<file path="src/rtl/ifid_hazard_ctrl.sv">
// rtl/ifid_hazard_ctrl.sv - PC / IF-ID / ID-EX hazard and sequencing controller
module ifid_hazard_ctrl #(
  parameter int REG_W        = 5,
  parameter int FLUSH_CYCLES = 1,
  parameter int CNT_W        = 16
) (
  input  logic             CLK,
  input  logic             RST,
  input  logic [REG_W-1:0] id_rs,
  input  logic [REG_W-1:0] id_rt,
  input  logic             id_uses_rt,
  input  logic             ex_mem_read,
  input  logic [REG_W-1:0] ex_rd,
  input  logic             branch_taken,
  input  logic             mem_busy,
  output logic             pc_write,
  output logic             ifid_write,
  output logic             ifid_flush,
  output logic             idex_bubble,
  output logic [CNT_W-1:0] stall_count
);

  typedef enum logic [1:0] {
    S_RUN   = 2'd0,
    S_FLUSH = 2'd1,
    S_MWAIT = 2'd2
  } state_t;

  localparam logic [2:0]       FLUSH_RELOAD = 3'(FLUSH_CYCLES - 1);
  localparam logic [CNT_W-1:0] CNT_MAX      = {CNT_W{1'b1}};
  localparam logic [CNT_W-1:0] CNT_ONE      = {{(CNT_W-1){1'b0}}, 1'b1};

  state_t           state_q, state_d;
  state_t           ret_q, ret_d;      // state to resume once the memory freeze ends
  state_t           eff_state;         // state the current cycle behaves as
  logic [2:0]       fcnt_q, fcnt_d;
  logic [CNT_W-1:0] cnt_q, cnt_d;
  logic             lu;
  logic             lost_cycle;

  // Load-use: the load in EX writes a register the ID instruction reads (r0 never hazards)
  always_comb begin
    lu = ex_mem_read && (ex_rd != '0) &&
         ((ex_rd == id_rs) || (id_uses_rt && (ex_rd == id_rt)));
  end

  // The cycle that leaves MWAIT is evaluated as if already back in the saved state
  always_comb begin
    eff_state = (state_q == S_MWAIT) ? ret_q : state_q;
  end

  // Pipeline register controls, zero latency from current inputs
  always_comb begin
    pc_write    = 1'b1;
    ifid_write  = 1'b1;
    ifid_flush  = 1'b0;
    idex_bubble = 1'b0;
    if (RST) begin
      pc_write    = 1'b0;
      ifid_flush  = 1'b1;
      idex_bubble = 1'b1;
    end else if (mem_busy) begin
      pc_write    = 1'b0;
      ifid_write  = 1'b0;
    end else if (lu) begin
      pc_write    = 1'b0;
      ifid_write  = 1'b0;
      idex_bubble = 1'b1;
    end else if ((eff_state == S_FLUSH) || branch_taken) begin
      ifid_flush  = 1'b1;
    end
  end

  // Next-state: freeze holds fcnt, load-use holds everything, flush counts down
  always_comb begin
    state_d = S_RUN;
    ret_d   = ret_q;
    fcnt_d  = fcnt_q;
    if (mem_busy) begin
      state_d = S_MWAIT;
      ret_d   = eff_state;
    end else if (lu) begin
      state_d = eff_state;
    end else if (eff_state == S_FLUSH) begin
      if (fcnt_q == 3'd1) begin
        state_d = S_RUN;
        fcnt_d  = 3'd0;
      end else begin
        state_d = S_FLUSH;
        fcnt_d  = fcnt_q - 3'd1;
      end
    end else if (branch_taken && (FLUSH_CYCLES > 1)) begin
      state_d = S_FLUSH;
      fcnt_d  = FLUSH_RELOAD;
    end
  end

  // Saturating lost-cycle counter
  always_comb begin
    lost_cycle = !pc_write || ifid_flush;
    cnt_d      = cnt_q;
    if (lost_cycle && (cnt_q != CNT_MAX)) begin
      cnt_d = cnt_q + CNT_ONE;
    end
  end

  // State registers; reset overrides all inputs so nothing unknown reaches state
  always_ff @(posedge CLK) begin
    if (RST) begin
      state_q <= S_RUN;
      ret_q   <= S_RUN;
      fcnt_q  <= 3'd0;
      cnt_q   <= '0;
    end else begin
      state_q <= state_d;
      ret_q   <= ret_d;
      fcnt_q  <= fcnt_d;
      cnt_q   <= cnt_d;
    end
  end

  assign stall_count = cnt_q;

endmodule

</file>
<file path="config.mk">
export PLATFORM = sky130hd
export DESIGN_NAME = ifid_hazard_ctrl
export DESIGN_NICKNAME = d
export VERILOG_FILES = /design/src/rtl/ifid_hazard_ctrl.sv
export SDC_FILE = /design/constraint.sdc
export NUM_CORES = 1
export LEC_CHECK = 0
export BUFFER_PORTS_ARGS = -buffer_cell sky130_fd_sc_hd__buf_2
export CORE_MARGIN = 2
export CORE_UTILIZATION = 51
export DETAILED_ROUTE_END_ITERATION = 10
export PLACE_DENSITY_LB_ADDON = 0.2
export SYNTH_ARGS = -nofsm -noshare
export SYNTH_HDL_FRONTEND = slang
export SYNTH_SLANG_ARGS = --single-unit
</file>
<file path="constraint.sdc">
create_clock -name CLK -period 2.3 [get_ports CLK]
set_input_delay 0.115 -clock CLK [delete_from_list [all_inputs] [get_ports CLK]]
set_output_delay 0.115 -clock CLK [all_outputs]
set_load 0.02 [all_outputs]
</file>
==> run_results.csv <==
group,metric,value,unit
drt,drt-met1-wl,1270,um
logic_synthesis,netlist_area,1400,um2
clocking,cts_root_buf,"clkbuf_4",
clocking,cts_made_buffers,3,
sta,totalNegativeSetupSlack,0,ns
setup_path,timing.critical_path.arrival,2.26,ns
worst_hold_path,worst_hold_path_type,"in2reg",
global_route,grt_pass1_wl,5270,um
floorplanning,num_io_pins,41,
sta,final.min_clock_period,2.06,ns
power,totalPowerFinal,0.000700,W
logic_synthesis,synth-seq-area-share,0.330,
sta,timing.final.setup_violations,0,
drt,num_vias,1418,
global_route,via_count_of_the_first_global_routing_pass,1262,
power,power.leakage,0.654,nW
logic_synthesis,synth_area_per_cell,8.17,um2
drt,met2_length,1630,um
clocking,clock_tree.htree_level_count,1,
clocking,clkSlewWorstSetupHoldPaths,0.12,ns
drt,route.met3.wl,154,um
logic_synthesis,netlist_top_cells_area,"dfxtp_1, nor2_1, xor2_1",
worst_hold_path,worstHoldPathCells,3,
sta,finalCritPeriodShare,0.897,
finish,design.final.nets,235,
finish,synthToLayoutAreaGrowth,17.9,%
floorplanning,core-area,2540,um2
finish,sequential_cell_area,460,um2
floorplanning,design.die.area,3170,um2
logic_synthesis,yosys.area.top_type,"dfxtp_1",
finish,antenna_cells,0,
floorplanning,initial_core_util,0.549,
drt,route.antenna.remaining_nets,0,
drt,top_metal_used,"met4",
global_route,antenna_found_initial,0,
logic_synthesis,ys.warnings.count,0,
sta,fmax,0.485,GHz
drt,wl,3090,um
floorplanning,die_h,56.3,um
setup_path,timing.critical_path.fanout_max,7,
drt,post_drt_wl_per_cell,12.9,um
floorplanning,fp-row-count,18,
sta,timing.final.hold_violations,0,
setup_path,critical_path.startpoint_type,"flip-flop",
finish,fillerInstances,224,
sta,slew-limit-headroom,0.718,
power,vdd_ir_drop_max,0.365,mV
sta,grt_setup_unrepaired,"no",
clocking,cts_tree,"done",
finish,layout-drive-gt1-share,0.267,
drt,drt-initial-drc-count,41,
sta,skew,0.00189,ns
clocking,cts_buffer_depth,2,
status,run_status,"completed",
sta,max_slew.worst_pin.slew,0.422,ns
finish,multi_input_area,865,um2
logic_synthesis,ys_types,34,
sta,slew_viol_final,0,
setup_path,cp.required,2.50,ns
power,p_per_area,425,nW/um2
setup_path,timing.critical_path.to_type,"flip-flop",
clocking,cts-hold-fix-buffers,0,
logic_synthesis,synth_top_cell_area_share,0.330,
drt,drt-pass1-iter-count,4,
logic_synthesis,postSynthRegisterBits,23,
flow_run,drv_cap,0,
place,gpl.final_weighted_congestion,0.861,
global_route,grt_max_degree,32,
clocking,clkSinkCount,23,
drt,via_per_inst,5.91,
floorplanning,fp.dieW,56.3,um
setup_path,worstRegToRegCells,5,
place,io_buffers,40,
global_route,grt_remaining_overflow,0,
clocking,clkLatencyLatePin,0.30,ns
clocking,post_cts.repair.setup_buffers,0,
clocking,cts-resized-gates,0,
global_route,globalRouteTotalUtil,0.202,
place,dp_hpwl,2360,um
finish,final_core_utilization,0.647,
setup_path,criticalPathCategory,"reg2reg",
drt,remaining_drc_errors,0,
logic_synthesis,syn-num-nets,195,
logic_synthesis,syn-instance-count,171,
flip-flops by register name (all words and copies together), names as in the netlist:
signal,flops
fcnt_q,3
ret_q,2
stall_count,16
state_q,2
Yosys cell counts (all sizes together):
| cell type | instances |
|---|---|
| o211ai | 2 |
| a21boi | 1 |
| ha | 3 |
| nor4b | 1 |
| dfxtp | 23 |
| o31ai | 9 |
| o211a | 1 |
| nand2 | 12 |
| or3 | 3 |
| nor3 | 5 |
| nor4 | 5 |
| xor2 | 9 |
| a32oi | 1 |
| nand3 | 5 |
| buf | 5 |
| or4b | 1 |
| nand4 | 2 |
| xnor2 | 1 |
| a31oi | 2 |
| o41ai | 1 |
| mux2 | 7 |
| a21oi | 14 |
| clkbuf | 4 |
| nor2b | 8 |
| nor2 | 21 |
| or3b | 1 |
| inv | 7 |
| o21ai | 7 |
| or4 | 10 |
area by class of cell:
cell class / instances / share of cell area
Inverter: 7 / 0.0160
Tap cell: 30 / 0.0228
Timing Repair Buffer: 44 / 0.140
Multi-Input combinational cell: 132 / 0.525
Clock buffer: 3 / 0.0137
Clock inverter: 1 / 0.00304
Sequential cell: 23 / 0.280
cells in the final DEF (no fill, tap or decap), types with 2 or more instances in the layout:
cell type,instances
nor3_1,5
mux2_1,5
nand3_1,5
dfxtp_1,23
nand2_1,12
or3_1,3
ha_1,3
xor2_1,9
nor4_1,2
buf_2,40
nor4_2,3
a21oi_1,14
mux2_2,2
or4_1,10
inv_1,7
o31ai_1,9
nand4_1,2
nor2b_1,8
o21ai_0,6
o211ai_1,2
a31oi_1,2
nor2_1,21
clkbuf_4,3
buf_4,4
per-layer routing:
metal	vias up	GRT usage
li1	704	-
met1	670	0.234
met2	40	0.365
met3	4	0.0438
met4	0	0.0646
met5	-	0
logic make-up after synthesis:
logic type | count (synthesis) | share of synthesized area
AO/OA/AOI/OAI | 38 | 0.177
XOR/XNOR | 10 | 0.0627
adder cells (fa/ha/maj) | 3 | 0.0269
buffers and inverters | 16 | 0.0511
flip-flops | 23 | 0.330
multiplexers | 7 | 0.0564
AND/OR/NAND/NOR | 74 | 0.297
worst max-delay path, cell delays in order, from the launching register on:
cell and delay [ns]:
dfxtp_1 0.44, nand4_1 0.23, or4_1 0.60, nand3_1 0.28, nor4_1 0.11, mux2_1 0.31
where the power goes:
| part | internal [W] | switching (W) | total, W |
|---|---|---|---|
| Clock | 0.0000647 | 0.000114 | 0.000179 |
| Combinational | 0.0000436 | 0.0000658 | 0.000109 |
| Sequential | 0.000404 | 0.00000790 | 0.000412 |
metrics by stage:
step           instances  area [um2]  setup slack [ns]  hold WS, ns
2_1_floorplan        171        1400             0.114        0.312
3_5_place_dp         236        1620             0.160        0.451
6_report             240        1650             0.237        0.129
3_3_place_gp         236        1620             0.262        0.438
4_1_cts              240        1650             0.238        0.105
5_1_grt              240        1650            0.0503        0.104
path summary, 6_finish.rpt:
check                         startpoint                      endpoint  slack [ns]
min reg2reg        ret_q[0]$_SDFFE_PP0P_         ret_q[0]$_SDFFE_PP0P_        0.51
max reg2reg  stall_count[7]$_SDFFE_PP0P_  stall_count[12]$_SDFFE_PP0P_        0.24
min                                  RST         state_q[0]$_SDFF_PP0_        0.13
max          stall_count[7]$_SDFFE_PP0P_  stall_count[12]$_SDFFE_PP0P_        0.24
(Power assumes the default switching activity.)
